==> src/rtl/lib_cpu_pkg.sv <==
// lib_cpu_pkg: shared CPU types for the EXECUTE/MEM-WB interface and system registers
package lib_cpu_pkg;

    localparam int XLEN      = 32;
    localparam int EX_MEM_AW = 6;

    // Architectural system registers fed back to decode (107 bits)
    typedef struct packed {
        logic [XLEN-1:0] pc;
        logic            intr_en;
        logic [XLEN-1:0] intr_pc;
        logic [XLEN-1:0] intr_vec;
        logic            ack;
        logic            tx_req;
        logic [7:0]      tx_data;
    } sysreg_t;

    // One EXECUTE record per instruction (148 bits)
    typedef struct packed {
        logic                 w_rd;
        logic [XLEN-1:0]      x_rd;
        logic                 mem_r_req;
        logic                 mem_w_req;
        logic [EX_MEM_AW-1:0] mem_addr;
        sysreg_t              sr;
    } execute_t;

    typedef enum logic [1:0] {
        IDLE,
        COMMIT,
        LD_ISSUE,
        LD_WAIT
    } wb_state_e;

    localparam sysreg_t SYSREG_RESET = '0;

    // A store request wins over a simultaneous read request
    function automatic logic is_load(input execute_t ex);
        return ex.mem_r_req & ~ex.mem_w_req;
    endfunction

endpackage

==> src/rtl/mem_wb_stage.sv <==
// mem_wb_stage: memory / write-back stage; performs data-memory access, commits
// the register-file write and holds the committed system registers.
//   clk, rst        clock, asynchronous active-high reset
//   ex_valid/ready  EXECUTE handshake (ex_in + rd_idx transfer on valid & ready)
//   dmem_*          single-port data RAM (read data one cycle after a read enable)
//   rf_*            register-file write port
//   sr_q            committed system registers (ack / tx_req are one-cycle pulses)
//   retire          one-cycle pulse per completed instruction
module mem_wb_stage
    import lib_cpu_pkg::*;
#(
    parameter int REG_AW   = 4,
    parameter bit ZERO_REG = 1'b1,
    parameter int MEM_AW   = 6
) (
    input  logic              clk,
    input  logic              rst,
    input  logic              ex_valid,
    output logic              ex_ready,
    input  execute_t          ex_in,
    input  logic [REG_AW-1:0] rd_idx,
    output logic              dmem_en,
    output logic              dmem_we,
    output logic [MEM_AW-1:0] dmem_addr,
    output logic [31:0]       dmem_wdata,
    input  logic [31:0]       dmem_rdata,
    output logic              rf_we,
    output logic [REG_AW-1:0] rf_waddr,
    output logic [31:0]       rf_wdata,
    output sysreg_t           sr_q,
    output logic              retire
);

    wb_state_e         state, state_d;
    execute_t          hold;
    logic [REG_AW-1:0] hold_idx;
    logic              accept;
    logic              rf_en;

    always_comb begin
        accept  = ex_valid & ex_ready;
        rf_en   = hold.w_rd & ~hold.mem_w_req & ~(ZERO_REG && hold_idx == '0);
        state_d = state == IDLE     ? (accept ? (is_load(ex_in) ? LD_ISSUE : COMMIT) : IDLE) :
                  state == LD_ISSUE ? LD_WAIT :
                  state == LD_WAIT  ? COMMIT  : IDLE;
    end

    always_ff @(posedge clk or posedge rst) begin
        if (rst) state <= IDLE;
        else     state <= state_d;
    end

    always_ff @(posedge clk or posedge rst) begin
        if (rst) begin
            hold       <= '0;
            hold_idx   <= '0;
            ex_ready   <= 1'b1;
            dmem_en    <= 1'b0;
            dmem_we    <= 1'b0;
            dmem_addr  <= '0;
            dmem_wdata <= '0;
            rf_we      <= 1'b0;
            rf_waddr   <= '0;
            rf_wdata   <= '0;
            retire     <= 1'b0;
            sr_q       <= SYSREG_RESET;
        end else begin
            // Registered ready lags the state by one cycle, so it stays low
            // through the first IDLE cycle after a commit.
            ex_ready   <= (state == IDLE) & ~accept;
            dmem_en    <= 1'b0;
            dmem_we    <= 1'b0;
            rf_we      <= 1'b0;
            retire     <= 1'b0;
            sr_q.ack   <= 1'b0;
            sr_q.tx_req <= 1'b0;
            if (accept) begin
                hold     <= ex_in;
                hold_idx <= rd_idx;
            end
            if (state == LD_ISSUE) begin
                dmem_en   <= 1'b1;
                dmem_addr <= MEM_AW'(hold.mem_addr);
            end
            if (state == COMMIT) begin
                sr_q   <= hold.sr;
                retire <= 1'b1;
                if (hold.mem_w_req) begin
                    dmem_en    <= 1'b1;
                    dmem_we    <= 1'b1;
                    dmem_addr  <= MEM_AW'(hold.mem_addr);
                    dmem_wdata <= hold.x_rd;
                end else begin
                    // The read enable goes out at the end of LD_ISSUE, the RAM
                    // returns data during LD_WAIT's successor, so load data is
                    // sampled straight off dmem_rdata while in COMMIT.
                    rf_we    <= rf_en;
                    rf_waddr <= hold_idx;
                    rf_wdata <= is_load(hold) ? dmem_rdata : hold.x_rd;
                end
            end
        end
    end

endmodule

==> config.mk <==
export PLATFORM = sky130hd
export DESIGN_NAME = mem_wb_stage
export DESIGN_NICKNAME = d
export VERILOG_FILES = /design/src/rtl/lib_cpu_pkg.sv /design/src/rtl/mem_wb_stage.sv
export SDC_FILE = /design/constraint.sdc
export NUM_CORES = 1
export LEC_CHECK = 0
export ABC_AREA = 1
export BUFFER_PORTS_ARGS = -buffer_cell sky130_fd_sc_hd__buf_4
export CORE_AREA = 2 2 221 157
export DETAILED_ROUTE_END_ITERATION = 6
export DIE_AREA = 0 0 223 159
export GPL_ROUTABILITY_DRIVEN = 0
export PLACE_DENSITY = 0.72
export SLEW_MARGIN = 20
export SYNTH_ARGS = -nofsm -noshare
export SYNTH_HDL_FRONTEND = slang
export SYNTH_SLANG_ARGS = --single-unit
==> constraint.sdc <==
create_clock -name clk -period 31.3 [get_ports clk]
set_input_delay 3.13 -clock clk [delete_from_list [all_inputs] [get_ports clk]]
set_output_delay 3.13 -clock clk [all_outputs]
set_load 0.005 [all_outputs]
### Yosys cells after proc, flatten, opt, wreduce, memory -nomap -nowiden

Index checks and enable logic that the tools add are counted.

* register bits after elaboration: 340
* latch bits: 0
* bits in writable memories: 0
* memory bits (read-only): 0
* input port bits: 187
* memories kept: 0

* $add $sub $neg: 0
* multipliers: 0
* divide/modulo/power cells: 0
* $lt $le $gt $ge: 0
* equality and inequality tests: 3
* shift-type cells: 0
* muxes and demuxes: 18
* bitwise operators: 10
* reduce and logical (&&, ||, !) cells: 4

Operator list (number)
* two-way mux 32 bit: 1
* two-way mux 6 bit: 3
* two-way mux 10 bit: 1
* two-way mux 1 bit: 9
* two-way mux 2 bit: 4
* bitwise AND 1 bit: 6
* equality test 2 bit (second input constant): 2
* zero test 4 bit: 1
* inverter 1 bit: 4
* AND reduction 2 bit: 2
* equality test 2 x 1 -> 1 bit (second input constant): 1
* zero test 2 bit: 1

### Longest topological paths before layout

Gate-level depths: netlist of run 1.

* depth in word-level cells: 5
* mapped depth: 7
* depth with buffers taken out: 5

### Worst setup path after synthesis of run 1

No wires, ideal clock.

* path type: input-to-reg
* from: input port ex_valid
* to: register hold[60] (netlist name)
* arrival time: 3792 ps
* data required time: 31234 ps
* path slack: 27443 ps
* stages: 5
* path buffers: 2
* path through: nand2_1 -> buf_2 -> buf_1 -> nand2_1 -> nand2_1

* cells in the longest elaborated chain, start to end: 1

RTL lines
* from (decl): RTL line mem_wb_stage.sv:18 `input logic ex_valid,`
* bitwise AND 1 bit: RTL line mem_wb_stage.sv:41 `accept = ex_valid & ex_ready;`
* to (signal assigned): RTL line mem_wb_stage.sv:78 `hold <= ex_in;`
* to (decl): RTL line mem_wb_stage.sv:35 `execute_t hold;`

No other way between the ends.
A chain may end at the register's enable or synchronous reset.

### Worst setup path in the final report of run 1

* from: input port ex_valid
* to: register state[0]

* cells in the longest elaborated chain, start to end: 3

RTL lines
* bitwise AND 1 bit: RTL line mem_wb_stage.sv:41
* two-way mux 2 bit (2 in series): RTL line mem_wb_stage.sv:43 `state_d = state == IDLE ? (accept ? (is_load(ex_in) ? LD_ISSUE : COMMIT) : IDLE) :`
* via state_d[0]: RTL line mem_wb_stage.sv:34 `wb_state_e state, state_d;`
* to (signal assigned): RTL line mem_wb_stage.sv:50 `else state <= state_d;`
* to (decl): RTL line mem_wb_stage.sv:34

The timed path passes the listed nets, and every way through them passes these cells.

==> impl_summary.md, run 1 <==
Outcome
The flow ran to the end, and the final reports show no timing, DRC or antenna violations.

Worst setup path
The data required time of the worst path is 31.73 ns. The dominant delay contributor by cell family on the critical path is buffers and inverters. The path type of the worst setup path is input pin to register.

The count of buffer and inverter cells on the critical path is 3. The largest stage delay on the critical path is 0.82 ns. Along the worst path, the maximum fanout reaches 96. The endpoint kind of the worst setup timing path is a register. The worst setup path is launched from an input pin. The signal on the critical path passes through buf_4 > nand2_4 > inv_6 > buf_4 > nand2_1 > o21ai_0. In this run the worst setup path begins at ex_valid. The arrival time reported for the critical path endpoint is 5.30 ns. The master of the slowest instance on the critical path is sky130_fd_sc_hd__buf_4. The most frequent cell on the critical path is sky130_fd_sc_hd__buf_4. The worst register-to-register path begins at ex_ready$_DFF_PP1_.

Finish
The fill cell instance count of the final layout is 3,084. The synthesis-to-layout area growth is 32.13%. The number of standard cells in the final layout excluding fillers is 2,307. The number of nets in the layout is 2,033. Of the cells placed in the final design, the portion with a size suffix greater than 1 is 0.2464. The final design utilization is 0.5239.

Floorplan
The floorplan step set the die height to 159 microns. The row count is 56. The floorplan die width is 223 microns. The starting density of the core is 0.3965. The overall die area is 35,460 sq um. 373 I/O pins were placed. The core footprint is 33,280 sq um.

Clock tree
Buffers inserted to repair hold after CTS numbered 0. The number of clock sinks is 340. TritonCTS built the clock tree. Buffers added to address setup during post-CTS repair amount to 0.

The tree is rooted in a sky130_fd_sc_hd__clkbuf_16. Post-CTS repair changed the size of 0 cells. The longest clock path from root to sink contains 3 buffers.

The clock buffer count from CTS is 35. The clock reaches the later pin of the worst-skew pair after 0.51 ns. The CTS H-tree depth is 2. The clock transition at the registers of the reported paths is 0.06 ns.

Timing
The final-report hold violation count came to 0. The transition time of the tightest slew-check pin is 1.030 ns. After layout, the minimum clock period comes to 4.869 ns. The final setup skew is 0.01144 ns. Adding up every negative setup slack in the final design gives 0 ns. The period utilization is 0.1556.

The tightest hold margin is 0.4655 ns. For this run, the top clock speed supported by timing is 205.4 MHz. The max-slew violation total from the final report was 0.

Setup violations remaining at the end of the flow were counted as 0. Measured against its own limit, the worst slew margin works out to 0.3130. Setup repair after global routing left no endpoint under its margin.

Global routing
After global routing the overflow that remains totals 0. The first global-routing pass estimated 58,020 microns of wire. The via count of the first global-routing pass is 10,960. For this run, the total global-route usage over all layers was measured as 0.2015. The initial antenna violation count came to 1. The pin count of the biggest net entering global routing is 136.

Placement
The wire-length estimate of the detail-placed layout is 23,260 microns. The number of port buffers is 372. Including well taps, the total number of placed cells is 2,243.

Drt
The first-pass iteration count of the detailed router is 5. After detailed routing, the average wire length per cell comes to 15.56 microns. In this run the remaining antenna-violating nets after routing total 0.

Using the TritonRoute via totals, the vias-per-cell ratio works out to 4.751. The detailed router's first-iteration violation count is 907. The total via count after detailed routing is 10,960.

After detailed routing, the number of remaining DRC violations is 0. The total routed wirelength is 35,890 microns.

Min path
In this run the most critical hold path is launched from hold[88]$_DFFE_PP0P_. The worst hold path class is register to register.

Run
The max-capacitance violation count is 0.

Synthesis
The share of the Yosys chip area taken by registers is 0.6448. The number of standard cells after synthesis is 1,503. During synthesis, Yosys emitted a total of 0 warnings.

When the netlist entered floorplanning its net count stood at 1,690. The post-synthesis average cell area is 8.780 sq um. The synthesized design contains 340 register bits. The cell area after technology mapping is 13,200 sq um. After synthesis, the netlist uses 19 different library cells.

Power
The share of total power dissipated in sequential elements is 0.425. The standby leakage power is 9.729 nW. Of the total power, the clock network draws 0.236. The switching power share of the total is 0.3521. The internal power of the cells totals 1.150 mW. The cell area power density is 101.8 nW/um^2. The share of total power dissipated in combinational logic is 0.339. The net switching power of the design is 624.9 uW. Across the VDD grid, the largest voltage drop is 0.04574 mV.
==> worst paths after layout <==
kind | cells past startpoint | to | slack (ns)
min reg2reg | 2 | sr_q[88]$_DFFE_PP0P_ | 0.47
min in group asynchronous | 2 | rf_wdata[22]$_DFFE_PP0P_ | 2.83
max | 6 | state[0]$_DFF_PP0_ | 26.43
max in group asynchronous | 3 | sr_q[87]$_DFFE_PP0P_ | 26.90
max reg2reg | 5 | state[0]$_DFF_PP0_ | 28.56
min | 2 | sr_q[88]$_DFFE_PP0P_ | 0.47
==> cell usage in the layout, fill, tap and decap left out <==
| master | instances |
|---|---|
| sky130_fd_sc_hd__clkinv_4 | 1 |
| sky130_fd_sc_hd__nor2_1 | 5 |
| sky130_fd_sc_hd__clkbuf_1 | 5 |
| sky130_fd_sc_hd__inv_2 | 3 |
| sky130_fd_sc_hd__nand3_1 | 72 |
| sky130_fd_sc_hd__inv_8 | 1 |
| sky130_fd_sc_hd__nand2_4 | 2 |
| sky130_fd_sc_hd__buf_16 | 1 |
| sky130_fd_sc_hd__inv_1 | 69 |
| sky130_fd_sc_hd__nand2_1 | 850 |
| sky130_fd_sc_hd__buf_4 | 383 |
| sky130_fd_sc_hd__nand3_2 | 1 |
| sky130_fd_sc_hd__clkbuf_8 | 10 |
| sky130_fd_sc_hd__dfrtp_1 | 339 |
| sky130_fd_sc_hd__clkinv_2 | 6 |
| sky130_fd_sc_hd__clkbuf_16 | 35 |
| sky130_fd_sc_hd__clkinv_1 | 1 |
| sky130_fd_sc_hd__nor2_4 | 2 |
| sky130_fd_sc_hd__diode_2 | 1 |
| sky130_fd_sc_hd__dfstp_2 | 1 |
| sky130_fd_sc_hd__inv_6 | 4 |
| sky130_fd_sc_hd__o21ai_0 | 69 |
| sky130_fd_sc_hd__bufinv_16 | 2 |
| sky130_fd_sc_hd__or2_2 | 9 |
==> cell usage after synthesis, drive strengths merged <==
cell | count | share of area
buf | 52 | 0.023
clkbuf | 26 | 0.0074
inv | 74 | 0.021
dfstp | 1 | 0.0020
clkinv | 1 | 0.00028
nand2 | 852 | 0.24
dfrtp | 339 | 0.64
nand3 | 73 | 0.028
o21ai | 69 | 0.026
nor2 | 7 | 0.0027
or2 | 9 | 0.0043
==> area by class of cell <==
type / instances / area (sq um) / share of cell area
inverters: 75 / 294.0 / 0.01686
clock inverters: 12 / 125.1 / 0.007176
diodes: 1 / 2.502 / 0.0001435
clock buffers: 50 / 1032 / 0.05920
flip-flops and latches: 340 / 8509 / 0.4880
repair buffers: 384 / 2903 / 0.1665
multi-input cells: 1010 / 4026 / 0.2309
well taps: 435 / 544.3 / 0.03121
==> per-stage QoR <==
| step | area, sq um | power (mW) | setup WS, ns |
|---|---|---|---|
| 2_1_floorplan | 13200 | 1.074 | 18.75 |
| 3_3_place_gp | 16250 | 1.346 | 25.95 |
| 3_5_place_dp | 16250 | 1.366 | 25.88 |
| 4_1_cts | 17410 | 1.795 | 26.43 |
| 5_1_grt | 17440 | 1.909 | 26.23 |
| 6_report | 17440 | 1.775 | 26.43 |
==> metal layers <==
metal	track usage	part of all wire	routed length, microns	vias up
met5	0	0	0	-
met4	0.06528	0.031	1104	0
met3	0.04152	0.065	2337	77
met2	0.3118	0.45	16280	371
met1	0.2856	0.45	16160	5258
li1	-	-	-	5255
==> power groups by stage <==
| stage | combinational, mW | sequential (mW) | clock, mW |
|---|---|---|---|
| after global placement | 0.592 | 0.753 | 0 |
| final | 0.602 | 0.755 | 0.418 |
| after CTS | 0.610 | 0.755 | 0.429 |
| after global routing | 0.683 | 0.779 | 0.447 |
| after detailed placement | 0.608 | 0.758 | 0 |
| after floorplan | 0.330 | 0.744 | 0 |
==> state kept, by name, summed over array words and instances (netlist names) <==
name	count
hold	148
sr_q	107
dmem_wdata	32
rf_wdata	32
dmem_addr	6
hold_idx	4
rf_waddr	4
state	2
dmem_en	1
dmem_we	1
ex_ready	1
retire	1
rf_we	1
==> cells by family (layout without fill, tap and decap cells) <==
kind of cell    count (synthesis)  in the layout  synth area share
compound gates                 69             69           0.02617
buf+inv                       153            521           0.05139
flops                         340            340            0.6448
other cells                     0              1                 0
simple gates                  941            941            0.2776
==> worst register-to-register path: cells and delay by family (launching register included) <==
family          cells  cell delay, ns
buf+inv             2            1.51
simple gates        2            0.40
compound gates      1            0.18
flops               1            0.57
Power figures use the tool's default switching activity.
==> run 2, diff against run 1 <==
ABC_AREA = 0   (was 1)
CORE_AREA = 2 2 218 156   (was 2 2 221 157)
DIE_AREA = 0 0 220 158   (was 0 0 223 159)
clock period = 4.6 ns   (was 31.3 ns; I/O delays follow)
==> run 2 against run 1 <==
Net effect:
- clock skew rose by 0.012 ns
- combinational power grew to 7.4 times the previous value
- die area down 2.0%
- largest cell class unchanged
- core utilization rose by 0.58 points
- power rose to 7.3 times the previous value
- sequential share of layout area grew 0.20 points
- synthesized cell count shrank 47%
- critical path depth fell by 3
==> impl_summary.md, run 2 <==
Synthesis
The share of synthesized area in the top cell type comes to 0.6567. The most common cell in the netlist is sky130_fd_sc_hd__dfrtp_1. The post-synthesis average cell area is 16.21 sq um.

The cell count after synthesis came out at 797. The number of nets in the synthesized netlist is 984. The register bit count reported by yosys is 340. The proportion of synthesized chip area in sequential cells is 0.6588. The count of warnings emitted by yosys is 0. The cell area that synthesis handed to floorplanning was 12,920 sq um. In the synthesized netlist, the cells that appear most often are sky130_fd_sc_hd__dfrtp_1 (339), sky130_fd_sc_hd__mux2_2 (282), sky130_fd_sc_hd__a21oi_1 (33), sky130_fd_sc_hd__buf_2 (33), sky130_fd_sc_hd__nor2_1 (33).

The number of enable flip-flop cells after synthesis is 0. Sorting the synthesized cells by area gives the leading types as sky130_fd_sc_hd__dfrtp_1 (66%), sky130_fd_sc_hd__mux2_2 (25%), sky130_fd_sc_hd__mux2i_1 (2.5%). The proportion of synthesized flip-flops having asynchronous set or reset is 1.000. The most used flip-flop cell after synthesis is sky130_fd_sc_hd__dfrtp_1. The synthesized design spends more area on one cell type than any other, namely sky130_fd_sc_hd__dfrtp_1. The number of unique standard cell types used by synthesis is 21.

Finish
The top cell types in the final layout, fill and taps aside, are sky130_fd_sc_hd__buf_4 (379), sky130_fd_sc_hd__dfrtp_1 (338), sky130_fd_sc_hd__mux2_2 (282). The register with the most flip-flops in the layout has 148 of them. Relative to the synthesized area, the layout overhead comes to 34.46%. The fraction of final layout cells sized beyond drive strength 1 is 0.6206.

The net count of the finished layout is 1,361. The antenna diode count is 0. The register bank with the most flops is hold. The most common library cell in the layout ignoring fill and taps is sky130_fd_sc_hd__buf_4. Leaving out filler cells and counting taps, the final layout contains 1,637. In the final layout, the registers with the most flip-flops are hold (148), sr_q (107).

Power
The standby leakage power is 7.990 nW. The overall power is 12.93 mW. The highest ir drop seen on vdd is 0.3640 mV. The cell area power density is 744.5 nW/um^2.

Floorplan
From bottom edge to top edge, the die measures 158 microns. The core footprint is 32,790 sq um. The top-level port count is 373. The starting density of the core is 0.3939. The die covers 34,760 sq um. The row count is 56. Measured along the x axis, the die boundary spans 220 microns.

Global routing
The via count of the first global-routing pass is 8,328. For met3 alone, demand over resource in global routing was 0.04188. After global routing the overflow that remains totals 0.

The global-route total usage across every layer is 0.1711. The global routing's busiest layer is met2. For met2 alone, demand over resource in global routing was 0.2730.

Entering global routing, the biggest net connects 157 pins. The initial antenna violation count is 0. The met1 capacity usage during global routing is 0.2290. The wire length of the first global-routing pass is 46,530 microns.

Clock tree
After clock tree synthesis, the repair step resized 0 gates. The tree is rooted in a sky130_fd_sc_hd__clkbuf_16. The H-tree generated during clock tree synthesis spans 2 levels. The clock latency reported for the late side of the worst-skew pair is 0.52 ns. The number of setup buffers added after CTS is 0. The clock buffer count from CTS is 36. The number of hold-repair buffers added at the cts stage is 1. The number of clock sinks is 340.

Clock-pin slew was measured on the worst setup and hold paths at 0.06 ns. Counting along the longest clock path gives a buffer depth of 3. TritonCTS built the clock tree.

Drt
The first routing iteration left 392 violations. The post-detailed-route via-to-cell ratio is 4.833. After detailed routing, the number of remaining DRC violations is 0. Once detail routing completed, the nets flagged for antenna violations numbered 0. Wires add up to 30,330 microns. In the final routed layout, each cell accounts on average for 18.53 microns.

The first-pass iteration count of the detailed router is 5. The final route contains 7,912 vias.

Worst setup path
The endpoint kind of the worst setup timing path is a register. The critical path is of the register to register type. Walking the worst path, the cells encountered are and2_4 > buf_4 > mux2_2. The largest fanout of any net on the critical path is 55.

For this design, the slowest cell found on the critical path is sky130_fd_sc_hd__and2_4. At the worst endpoint, the arrival time is 2.73 ns. In this design, the stage delay of the slowest critical-path cell is 0.66 ns. Data on the critical path is required at its endpoint by 5.00 ns. The element type at the critical path start is a register.

Timing
On the final layout, the worst clock skew is 0.02383 ns. For the pin with the worst max-slew slack, the measured transition is 1.128 ns. Setup repair after global routing left no endpoint under its margin.

The max-slew violation total from the final report is 0. The final worst slack is 2.269 ns. The top achievable clock speed is 429.0 MHz. The count of final setup violators is 0.

The tightest hold margin is 0.1696 ns. Measured against its own limit, the worst slew margin works out to 0.2482. The period utilization is 0.5068. The clock period minus final worst setup slack is 2.331 ns. The final-report hold violation count is 0.

Min path
The min-delay analysis places its worst path in the category input pin to register.

Outcome
The flow ran to the end, and the final reports show no timing, DRC or antenna violations.

Placement
The HPWL after detailed placement is 20,650 microns. During placement, the flow inserted port buffers numbering 372. The total placed cells including tap cells is 1,570. Timing analysis after detailed placement gives a worst setup slack of 2.217 ns.

Run
The max-capacitance violation count is 0.
-- run 2: cell types whose count changed after synthesis, sizes merged, moves of 32 or more --
cell / before / now
mux2i: 0 / 32
inv: 74 / 3
a21oi: 0 / 33
nand3: 73 / 0
mux2: 0 / 299
o21ai: 69 / 1
nand2: 852 / 1
-- run 2: per-stage QoR --
| step | TNS (ns) | area (sq um) | util |
|---|---|---|---|
| after global routing | 0 | 17370 | 0.5297 |
| after CTS | 0 | 17370 | 0.5297 |
| after floorplan | -137.54 | 12920 | - |
| after detailed placement | 0 | 16120 | 0.4916 |
| final | 0 | 17370 | 0.5297 |
| after global placement | 0 | 16120 | 0.4916 |
-- run 2: area by class of cell --
class                      count  area (sq um)
sequential                   340          8511
timing repair buffer         383          2915
fill                        2783         15420
inverter                       3         15.01
clock buffer                  55          1094
tap                          435         544.3
clock inverter                11         143.9
multi-input combinational    410          4146
-- run 2: power by group --
part / switching, mW / total [mW] / internal, mW
Sequential: 0.924 / 5.47 / 4.55
Clock: 1.18 / 3.00 / 1.82
Combinational: 1.63 / 4.47 / 2.84
-- run 2: final timing paths --
| check | cells after the start | start | slack, ns | endpoint |
|---|---|---|---|---|
| setup / recovery | 3 | ex_ready$_DFF_PP1_ | 2.27 | hold[128]$_DFFE_PP0P_ |
| setup reg to reg | 3 | ex_ready$_DFF_PP1_ | 2.27 | hold[128]$_DFFE_PP0P_ |
| hold / removal | 2 | rd_idx[3] | 0.17 | hold_idx[3]$_DFFE_PP0P_ |
| min in group asynchronous | 3 | rst | 0.40 | sr_q[13]$_DFFE_PP0P_ |
| hold reg to reg | 1 | hold[8]$_DFFE_PP0P_ | 0.48 | sr_q[8]$_DFF_PP0_ |
| max in group asynchronous | 4 | rst | 3.07 | hold[100]$_DFFE_PP0P_ |
-- run 2: layer usage --
metal	wire length, microns	vias up
li1	-	3570
met1	13220	4070
met2	14500	210
met3	1784	62
met4	830	0
met5	0	-
-- run 2: worst max-delay path, delay by kind of cell (launching register included) --
kind	cells	cell delay [ns]
flops	1	0.54
mux	1	0.40
buf+inv	1	0.55
simple gates	1	0.66
-- run 2: cell families after synthesis --
family | Yosys count | synth area share
AOI/OAI and AO/OA | 35 | 0.01405
and+or+nand+nor | 44 | 0.01530
muxes | 331 | 0.2904
buffers and inverters | 47 | 0.02150
DFF | 340 | 0.6588
